===== src/rtl/instr_exec_blck_pkg.sv =====
// Shared opcode encoding, instruction field positions and default widths for the execute stage.
package instr_exec_blck_pkg;

  localparam int unsigned DATA_W_DEF = 8;
  localparam int unsigned REG_N_DEF  = 8;
  localparam int unsigned INSTR_W    = 8;
  localparam int unsigned ADDR_W     = 3;
  localparam int unsigned JMP_W      = 6;

  localparam int unsigned OP_MSB = 7;
  localparam int unsigned OP_LSB = 6;
  localparam int unsigned RD_MSB = 5;
  localparam int unsigned RD_LSB = 3;
  localparam int unsigned RS_MSB = 2;
  localparam int unsigned RS_LSB = 0;

  typedef enum logic [1:0] {
    OP_ADD  = 2'b00,
    OP_MOVI = 2'b01,
    OP_SUB  = 2'b10,
    OP_JMP  = 2'b11
  } opcode_e;

endpackage


===== src/rtl/reg_file_blck.sv =====
// Register file: two combinational read ports, one synchronous write port, synchronous clear.
module reg_file_blck
  import instr_exec_blck_pkg::*;
#(
  parameter int unsigned DATA_W = DATA_W_DEF,
  parameter int unsigned REG_N  = REG_N_DEF
) (
  input  logic              clk,
  input  logic              reset,
  input  logic [ADDR_W-1:0] rd_addr_a,
  output logic [DATA_W-1:0] rd_data_a,
  input  logic [ADDR_W-1:0] rd_addr_b,
  output logic [DATA_W-1:0] rd_data_b,
  input  logic              wr_en,
  input  logic [ADDR_W-1:0] wr_addr,
  input  logic [DATA_W-1:0] wr_data
);

  logic [DATA_W-1:0] mem [REG_N];

  // Clear wins over a write in the same cycle.
  always_ff @(posedge clk) begin
    if (!reset) begin
      for (int i = 0; i < int'(REG_N); i++) begin
        mem[i] <= '0;
      end
    end else if (wr_en) begin
      mem[wr_addr] <= wr_data;
    end
  end

  assign rd_data_a = mem[rd_addr_a];
  assign rd_data_b = mem[rd_addr_b];

endmodule


===== src/rtl/instr_exec_blck.sv =====
// Execute stage: captures the fetched instruction, decodes and executes it, squashes behind taken jumps.
// Define ZERO_JMP_EN to turn opcode 11 into JZ (jump only when Z is set).
module instr_exec_blck
  import instr_exec_blck_pkg::*;
#(
  parameter int unsigned DATA_W = DATA_W_DEF,
  parameter int unsigned REG_N  = REG_N_DEF
) (
  input  logic              clk,
  input  logic              reset,
  input  logic [7:0]        instr_code,
  output logic              branch,
  output logic [5:0]        jmpaddr,
  output logic              wb_en,
  output logic [2:0]        wb_addr,
  output logic [DATA_W-1:0] wb_data,
  output logic              zero_flag,
  output logic              ir_valid
);

  logic [INSTR_W-1:0] ir;
  logic               z_q;

  opcode_e            op;
  logic [ADDR_W-1:0]  rd;
  logic [ADDR_W-1:0]  rs;
  logic [DATA_W-1:0]  rd_val;
  logic [DATA_W-1:0]  rs_val;
  logic [DATA_W-1:0]  result;
  logic               is_jmp;
  logic               jmp_cond;
  logic               z_upd;

  reg_file_blck #(
    .DATA_W (DATA_W),
    .REG_N  (REG_N)
  ) u_reg_file (
    .clk       (clk),
    .reset     (reset),
    .rd_addr_a (rd),
    .rd_data_a (rd_val),
    .rd_addr_b (rs),
    .rd_data_b (rs_val),
    .wr_en     (wb_en),
    .wr_addr   (rd),
    .wr_data   (result)
  );

  // Decode, ALU and control, all combinational from IR.
  always_comb begin
    op       = opcode_e'(ir[OP_MSB:OP_LSB]);
    rd       = ir[RD_MSB:RD_LSB];
    rs       = ir[RS_MSB:RS_LSB];
    result   = '0;
    is_jmp   = 1'b0;
    z_upd    = 1'b0;
`ifdef ZERO_JMP_EN
    jmp_cond = z_q;
`else
    jmp_cond = 1'b1;
`endif

    case (op)
      OP_ADD: begin
        result = rd_val + rs_val;
        z_upd  = ir_valid;
      end
      OP_MOVI: result = DATA_W'(rs);
      OP_SUB: begin
        result = rd_val - rs_val;
        z_upd  = ir_valid;
      end
      default: is_jmp = 1'b1;
    endcase

    branch  = ir_valid & is_jmp & jmp_cond;
    jmpaddr = is_jmp ? ir[JMP_W-1:0] : '0;
    wb_en   = ir_valid & ~is_jmp;
    wb_addr = wb_en ? rd : '0;
    wb_data = wb_en ? result : '0;
  end

  // Capture stage and Z flag; a taken branch marks the next captured slot invalid.
  always_ff @(posedge clk) begin
    if (!reset) begin
      ir       <= '0;
      ir_valid <= 1'b0;
      z_q      <= 1'b0;
    end else begin
      ir       <= instr_code;
      ir_valid <= ~branch;
      if (z_upd) begin
        z_q <= (result == '0);
      end
    end
  end

  assign zero_flag = z_q;

endmodule

===== config.mk =====
export PLATFORM = sky130hd
export DESIGN_NAME = instr_exec_blck
export DESIGN_NICKNAME = d
export VERILOG_FILES = /design/src/rtl/instr_exec_blck_pkg.sv /design/src/rtl/reg_file_blck.sv /design/src/rtl/instr_exec_blck.sv
export SDC_FILE = /design/constraint.sdc
export NUM_CORES = 1
export LEC_CHECK = 0
export CORE_MARGIN = 1
export CORE_UTILIZATION = 55
export DETAILED_ROUTE_END_ITERATION = 8
export GPL_TIMING_DRIVEN = 1
export PLACE_DENSITY = 0.76
export RECOVER_POWER = 25
export SLEW_MARGIN = 15
export SYNTH_ARGS = -nofsm -noshare
export SYNTH_HDL_FRONTEND = slang
export SYNTH_SLANG_ARGS = --single-unit

===== constraint.sdc =====
create_clock -name clk -period 5.1 [get_ports clk]
set_clock_uncertainty 0.1 [all_clocks]
set_input_delay 1.275 -clock clk [delete_from_list [all_inputs] [get_ports clk]]
set_output_delay 1.275 -clock clk [all_outputs]
set_load 0.02 [all_outputs]

==> results of run 1 <==
cell families after synthesis:
family | synth area share
compound gates | 0.04840
xor+xnor | 0.02227
fa+ha+maj | 0.02850
buf+inv | 0.02791
flops | 0.5036
mux | 0.2019
simple gates | 0.1675
metal layers:
layer | routed length (um) | part of all wire | vias to the layer above | GRT usage
met5 | 0 | 0 | - | 0
met4 | 134 | 0.012 | 0 | 0.08658
met3 | 846 | 0.078 | 16 | 0.07572
met2 | 5390 | 0.50 | 175 | 0.4851
met1 | 4489 | 0.41 | 1569 | 0.3684
li1 | - | - | 1460 | -
through the flow:
stage | setup WS [ns] | setup TNS (ns) | std cells
after floorplan | 0.1487 | 0 | 363
after global placement | -0.1053 | -0.1053 | 506
after detailed placement | -0.2219 | -0.2573 | 506
after CTS | 0.02487 | 0 | 521
after global routing | -0.04234 | -0.07717 | 525
final | 0.1086 | 0 | 525
sequential cells by signal (all words and copies together) (netlist names):
signal and flops:
u_reg_file.mem 64, zero_flag 1, ir 8, ir_valid 1
worst min-delay path, cell delays in order, from the launching register on:
cell	delay, ns
dfxtp_1	0.33
nand2_1	0.05
a21oi_1	0.12
a41o_1	0.10
cells in the final DEF (no fill, tap or decap), types with 3 or more instances in the layout:
cell             instances
a21oi_1                  3
a31oi_1                  4
and2_0                   7
and2_1                   3
and3_1                  11
buf_4                   38
clkbuf_8                 9
clkdlybuf4s50_1         22
dfxtp_1                  9
dlygate4sd3_1            3
edfxtp_1                64
ha_1                     7
inv_1                    7
mux2_2                   8
mux2i_1                 19
mux2i_2                  3
mux4_2                  24
nand2_1                 30
nand3_1                  4
nor2_1                  75
nor2b_1                  5
nor3_1                  10
o211ai_1                 3
o21ai_0                  8
o21ai_1                  3
xnor2_1                  3
xor2_1                   5
power by group through the flow:
stage	registers, W	clock network (W)	logic, W
after CTS	0.000715	0.000405	0.000549
after global placement	0.000727	0	0.000540
after global routing	0.000720	0.000428	0.000629
after floorplan	0.000713	0	0.000331
final	0.000718	0.000407	0.000582
after detailed placement	0.000729	0	0.000551
cell type report:
type	count	area [sq um]	share of cell area
clock buffer	9	123.9	0.02450
clock inverter	6	42.54	0.008414
inverter	8	30.03	0.005939
multi-input combinational	260	2023	0.4001
sequential	74	2123	0.4199
tap	99	123.9	0.02450
timing repair buffer	69	589.3	0.1166
what timing repair did:
action / 4_1_cts / 5_1_grt
cloned: 0 / 0
setup buffers: 0 / 4
resized for setup: 17 / 16
pin swaps: 1 / 8
setup endpoints to repair: 5 / 4
worst max-delay path by stage:
stage | startpoint | endpoint | slack [ns] | cells after the start
final | ir[0]$_SDFF_PN0_ | wb_data[6] | 0.11 | 15
after floorplan | ir[4]$_SDFF_PN0_ | wb_data[7] | 0.15 | 13
after CTS | ir[0]$_SDFF_PN0_ | wb_data[6] | 0.02 | 15
after global routing | ir[0]$_SDFF_PN0_ | wb_data[7] | -0.04 | 16
after detailed placement | ir[0]$_SDFF_PN0_ | wb_data[7] | -0.22 | 14
after global placement | ir[0]$_SDFF_PN0_ | wb_data[7] | -0.11 | 14
==> run metrics, run 1 <==
Buf/Inv on CP 3; Initial Util 0.5748; Max Fclk 200.3 MHz; Slew headroom 0.3575; final setup violation count 0; first-pass GRT wire length 16230 um; Post-Syn Area 0.004214 sq mm; share of the synthesized area in the top cell type 0.4561; Layout fillers 501; Peak supply drop 0.1502 mV; top-count cell post-synth nor2_1; share of the yosys chip area belonging to registers 0.5036; Die ar. 0.008016 sq mm; reg2reg start ir[0]$_SDFF_PN0_; clk root buf clkbuf_8; # hold bufs at CTS 0; Max Fanout on Critical Path 7; final wirelength 10860 um; routed len/inst 20.69 um; Final HPWL DP 8241 um; Yosys warnings 0; Max stage delay cell, worst path mux4_2; hold violation count in the final report 0; Util after Layout 0.6897; Core Region 0.007331 sq mm; CP startpoint kind flop; Setup crit end kind output port; n_diodes 0; Cell variety after synth 44; CP cell instances buf_12 > mux4_2 > or4b_4 > o41ai_2 > buf_4 > nor2_1 > xor2_1 > ha_2 > o21ai_2 > a21boi_2 > o21a_1 > or3_1 > nand3_2 > nor2_1 > buf_4; vias in the first global route 3030; Max-Cap Viols 0; WP data arrival 3.62 ns; power share of the clock group 0.238; clk slew on worst S/H paths 0.08 ns; Pleak 1.960 nW; Min Clock Period, post-route 4.991 ns; CTS buffer count 9; chip width 89.53 um; post-synth net total 382; Worst path top cell family by delay simple AND/OR/NAND/NOR gates; Hold/Removal Path Class reg -> reg; Vias per Instance 6.133; detailed-route via count 3220; pwr dens 337.4 mW/mm^2; CTS max path bufs 2; All-Layer GR Usage 0.2882; Max Slew Vio Count 0; leading cell types by count after synthesis nor2_1, edfxtp_1, nand2_1; worst reg2reg endpoint u_reg_file.mem[0][6]$_SDFFCE_PN0P_; RSZ-0062 raised after global routing yes; Clock Latency Late Sink 0.36 ns; min-delay src zero_flag$_SDFFE_PN0P_; Tot Pwr 0.001706 W; status complete, no violations; Worst Tran Pin Value 0.9638 ns; register bit total from synthesis 74; drt first pass iters 5; H-tree depth 3; CP required 3.72 ns; routability-driven placement congestion ratio 0.8778; Post-synth ARST share 0; Net Sw Frac 0.3387; Hold Slack 0.5271 ns; Psw 0.0005779 W; Die H 89.53 um; worst hold endpoint zero_flag$_SDFFE_PN0P_; Routed Antenna Nets 0; pin count of the biggest net entering global routing 26; drt initial violations 268; num rows 31; worst hold path cell count 3; post-synthesis cell count 363; R2R Setup Slk 1.35 ns; I/O pins 31; power share of the sequential group 0.421; Comb pwr share 0.341; placed inst area 0.004831 sq mm; Area growth syn-to-layout 19.98%; critical path class reg -> out; grt total ovfl 0; Final Cycle Share 0.9787; share of cells above drive strength 1 0.2394; number of enable-type register cells in the synthesized netlist 64; slowest cell delay on critical path 0.53 ns; path depth of the worst reg2reg path 16; area leader, netlist edfxtp_1; Post-Layout Inst Area 0.005056 sq mm; nets@finish 441; syn avg cell area 11.61 sq um; initial antenna violation count 0; P_int 0.001128 W; Port Buf Inserts 30; top cells by area, synth edfxtp_1, mux4_2, nor2_1, mux2i_1, dfxtp_1; CTS tree done; TritonCTS Sinks 74; top_reg_cell synth edfxtp_1; drc violations 0
Power figures use the tool's default switching activity.
==> inputs of run 2 (changes only) <==
TNS_END_PERCENT = 10   (was default)
==> run 2 against run 1 <==
Effect of this change:
- clock power barely moved
- combinational power fell by 2%
- non-clock buffer count fell by 3
- power fell by 0.79%
- die area did not move
- critical path depth did not move
- via count fell by 0.25%
- sequential power barely moved
- first-iteration DRC count rose by 11%
- design area fell by 0.89%
- global-route usage rose by 0.060 points
- fmax fell by 0.91%
- critical path type unchanged
- critical endpoint unchanged
==> run metrics, run 2 (same netlist as run 1, synthesis figures left out) <==
status complete, no violations; drc violations 0 (unchanged); Clock Latency Late Sink 0.35 ns (about the same); Hold/Removal Path Class reg -> reg; Top Registers u_reg_file.mem x64, ir x8; All-Layer GR Usage 0.2888 (+0.0006004); CTS max path bufs 2 (unchanged); Net Sw Frac 0.3390 (about the same); initial antenna violation count 0 (unchanged); Setup crit end kind output port; Buf/Inv on CP 3 (unchanged); worst hold endpoint zero_flag$_SDFFE_PN0P_; final setup violation count 0 (unchanged); Final HPWL DP 8241 um (unchanged); placed inst area 0.004831 sq mm (unchanged); share of cells above drive strength 1 0.2246 (-0.01485); Slew headroom 0.3640 (+0.006521); register with the most flip-flops u_reg_file.mem; Max Fclk 198.5 MHz (-0.91%); Initial Util 0.5748 (unchanged); RSZ-0062 raised after global routing yes; power share of the clock group 0.240 (+0.002); routed len/inst 20.69 um (about the same); chip width 89.53 um (unchanged); min-delay src zero_flag$_SDFFE_PN0P_; worst reg2reg endpoint u_reg_file.mem[0][6]$_SDFFCE_PN0P_; CP required 3.72 ns (about the same); Area growth syn-to-layout 18.91%; Worst Tran Pin Value 0.9540 ns (-0.009781 ns); first-pass GRT wire length 16250 um (+0.13%); clk root buf clkbuf_8; path depth of the worst reg2reg path 15 (-1); Die H 89.53 um (unchanged); vias in the first global route 3034 (+0.13%); worst hold path cell count 3 (unchanged); grt total ovfl 0 (unchanged); detailed-route via count 3212 (-0.25%); Max-Cap Viols 0 (unchanged); Die ar. 0.008016 sq mm (unchanged); CTS tree done; critical path class reg -> out; Total Neg Setup Slack 0 ns (unchanged); P_int 0.001119 W (-0.83%); TritonCTS Sinks 74 (unchanged); pin count of the biggest net entering global routing 26 (unchanged); # hold bufs at CTS 0 (unchanged); Routed Antenna Nets 0 (unchanged); CTS buffer count 9 (unchanged); Max stage delay cell, worst path mux4_2; power share of the sequential group 0.424 (+0.003); nets@finish 438 (-0.68%); slowest cell delay on critical path 0.54 ns (about the same); clk slew on worst S/H paths 0.08 ns (about the same); H-tree depth 3 (unchanged); Psw 0.0005738 W (-0.71%); Comb pwr share 0.336 (-0.005); WP data arrival 3.66 ns (+0.04 ns); Post-Layout Inst Area 0.005011 sq mm (-0.89%); Pleak 1.937 nW (-1.2%); final wirelength 10800 um (-0.55%); drt initial violations 297 (+11%); drt first pass iters 5 (unchanged); R2R Setup Slk 1.39 ns (+0.04 ns); Port Buf Inserts 30 (unchanged); num rows 31 (unchanged); Min Clock Period, post-route 5.037 ns (+0.04604 ns); Core Region 0.007331 sq mm (unchanged); Final Cycle Share 0.9877 (+0.009027); worst setup path startpoint ir[0]$_SDFF_PN0_; CP cell instances buf_12 > mux4_2 > or4b_1 > o41ai_1 > buf_4 > nor2_1 > xor2_1 > ha_2 > o21ai_2 > a21boi_1 > o21a_1 > or3_1 > nand3_2 > nor2_1 > buf_4; I/O pins 31 (unchanged); routability-driven placement congestion ratio 0.8778 (unchanged); hold violation count in the final report 0 (unchanged); Largest register FFs 64 (unchanged); reg2reg start ir[0]$_SDFF_PN0_; Layout fillers 504 (+0.60%); pwr dens 337.8 mW/mm^2 (+0.10%); commonest non-fill, non-tap cell in the layout nor2_1; Max Fanout on Critical Path 7 (unchanged); leading cell types in the layout, fill and taps excluded nor2_1, edfxtp_1, buf_4, nand2_1, mux4_2; Worst path top cell family by delay simple AND/OR/NAND/NOR gates; n_diodes 0 (unchanged); Peak supply drop 0.1503 mV (about the same); Max Slew Vio Count 0 (unchanged); Vias per Instance 6.153 (+0.32%); CP startpoint kind flop
[run 2: cell types whose count changed in the layout (fill, tap and decap cells not counted), sizes merged]
cell / change
buf: -3
[run 2: how the worst max path moves through the flow]
| stage | end | slack [ns] | cells after the start |
|---|---|---|---|
| finish | wb_data[6] | 0.06 | 15 |
| floorplan | wb_data[7] | 0.15 | 13 |
| global route | wb_data[7] | -0.13 | 16 |
| CTS | wb_data[7] | -0.22 | 16 |
| detailed placement | wb_data[7] | -0.22 | 14 |
| global placement | wb_data[7] | -0.11 | 14 |
[run 2: through the flow]
step | setup WS (ns) | cells | hold WS (ns) | util | power [W]
floorplan | 0.1487 | 363 | 0.5847 | - | 0.001044
global placement | -0.1053 | 506 | 0.4971 | 0.6590 | 0.001267
detailed placement | -0.2219 | 506 | 0.5078 | 0.6590 | 0.001280
CTS | -0.2244 | 521 | 0.5364 | 0.6808 | 0.001665
global route | -0.1315 | 522 | 0.5718 | 0.6836 | 0.001765
finish | 0.06261 | 522 | 0.5273 | 0.6836 | 0.001693
[run 2: power by group through the flow]
stage	logic [W]	clock network [W]	registers [W]
global placement	0.000540	0	0.000727
floorplan	0.000331	0	0.000713
CTS	0.000545	0.000405	0.000715
detailed placement	0.000551	0	0.000729
global route	0.000616	0.000428	0.000720
finish	0.000568	0.000407	0.000718
[run 2: layout make-up]
| cell class | instances | area [sq um] | share of cell area |
|---|---|---|---|
| clock buffers | 9 | 123.9 | 0.02472 |
| well taps | 99 | 123.9 | 0.02472 |
| flip-flops and latches | 74 | 2123 | 0.4237 |
| repair buffers | 66 | 563.0 | 0.1124 |
| multi-input cells | 260 | 2004 | 0.4000 |
| clock inverters | 6 | 42.54 | 0.008489 |
| inverters | 8 | 30.03 | 0.005993 |
[run 2: repair_timing]
item | 4_1_cts | 5_1_grt
endpoints found under the setup margin | 5 | 5
buffers inserted | 0 | 1
pin swaps | 0 | 6
gates resized for setup | 12 | 16
[run 2: routing by layer]
metal  vias up  GRT usage  wire length, um
met3        16    0.07572             1018
met2       196     0.4872             5386
met4         0    0.08658              137
met5         -          0                0
li1       1451          -                -
met1      1549     0.3684             4258
[run 2: worst min-delay path, delay by kind of cell, from the launching register on]
kind | cells | cell delay [ns]
flip-flops | 1 | 0.33
AO/OA/AOI/OAI | 2 | 0.22
AND/OR/NAND/NOR | 1 | 0.05
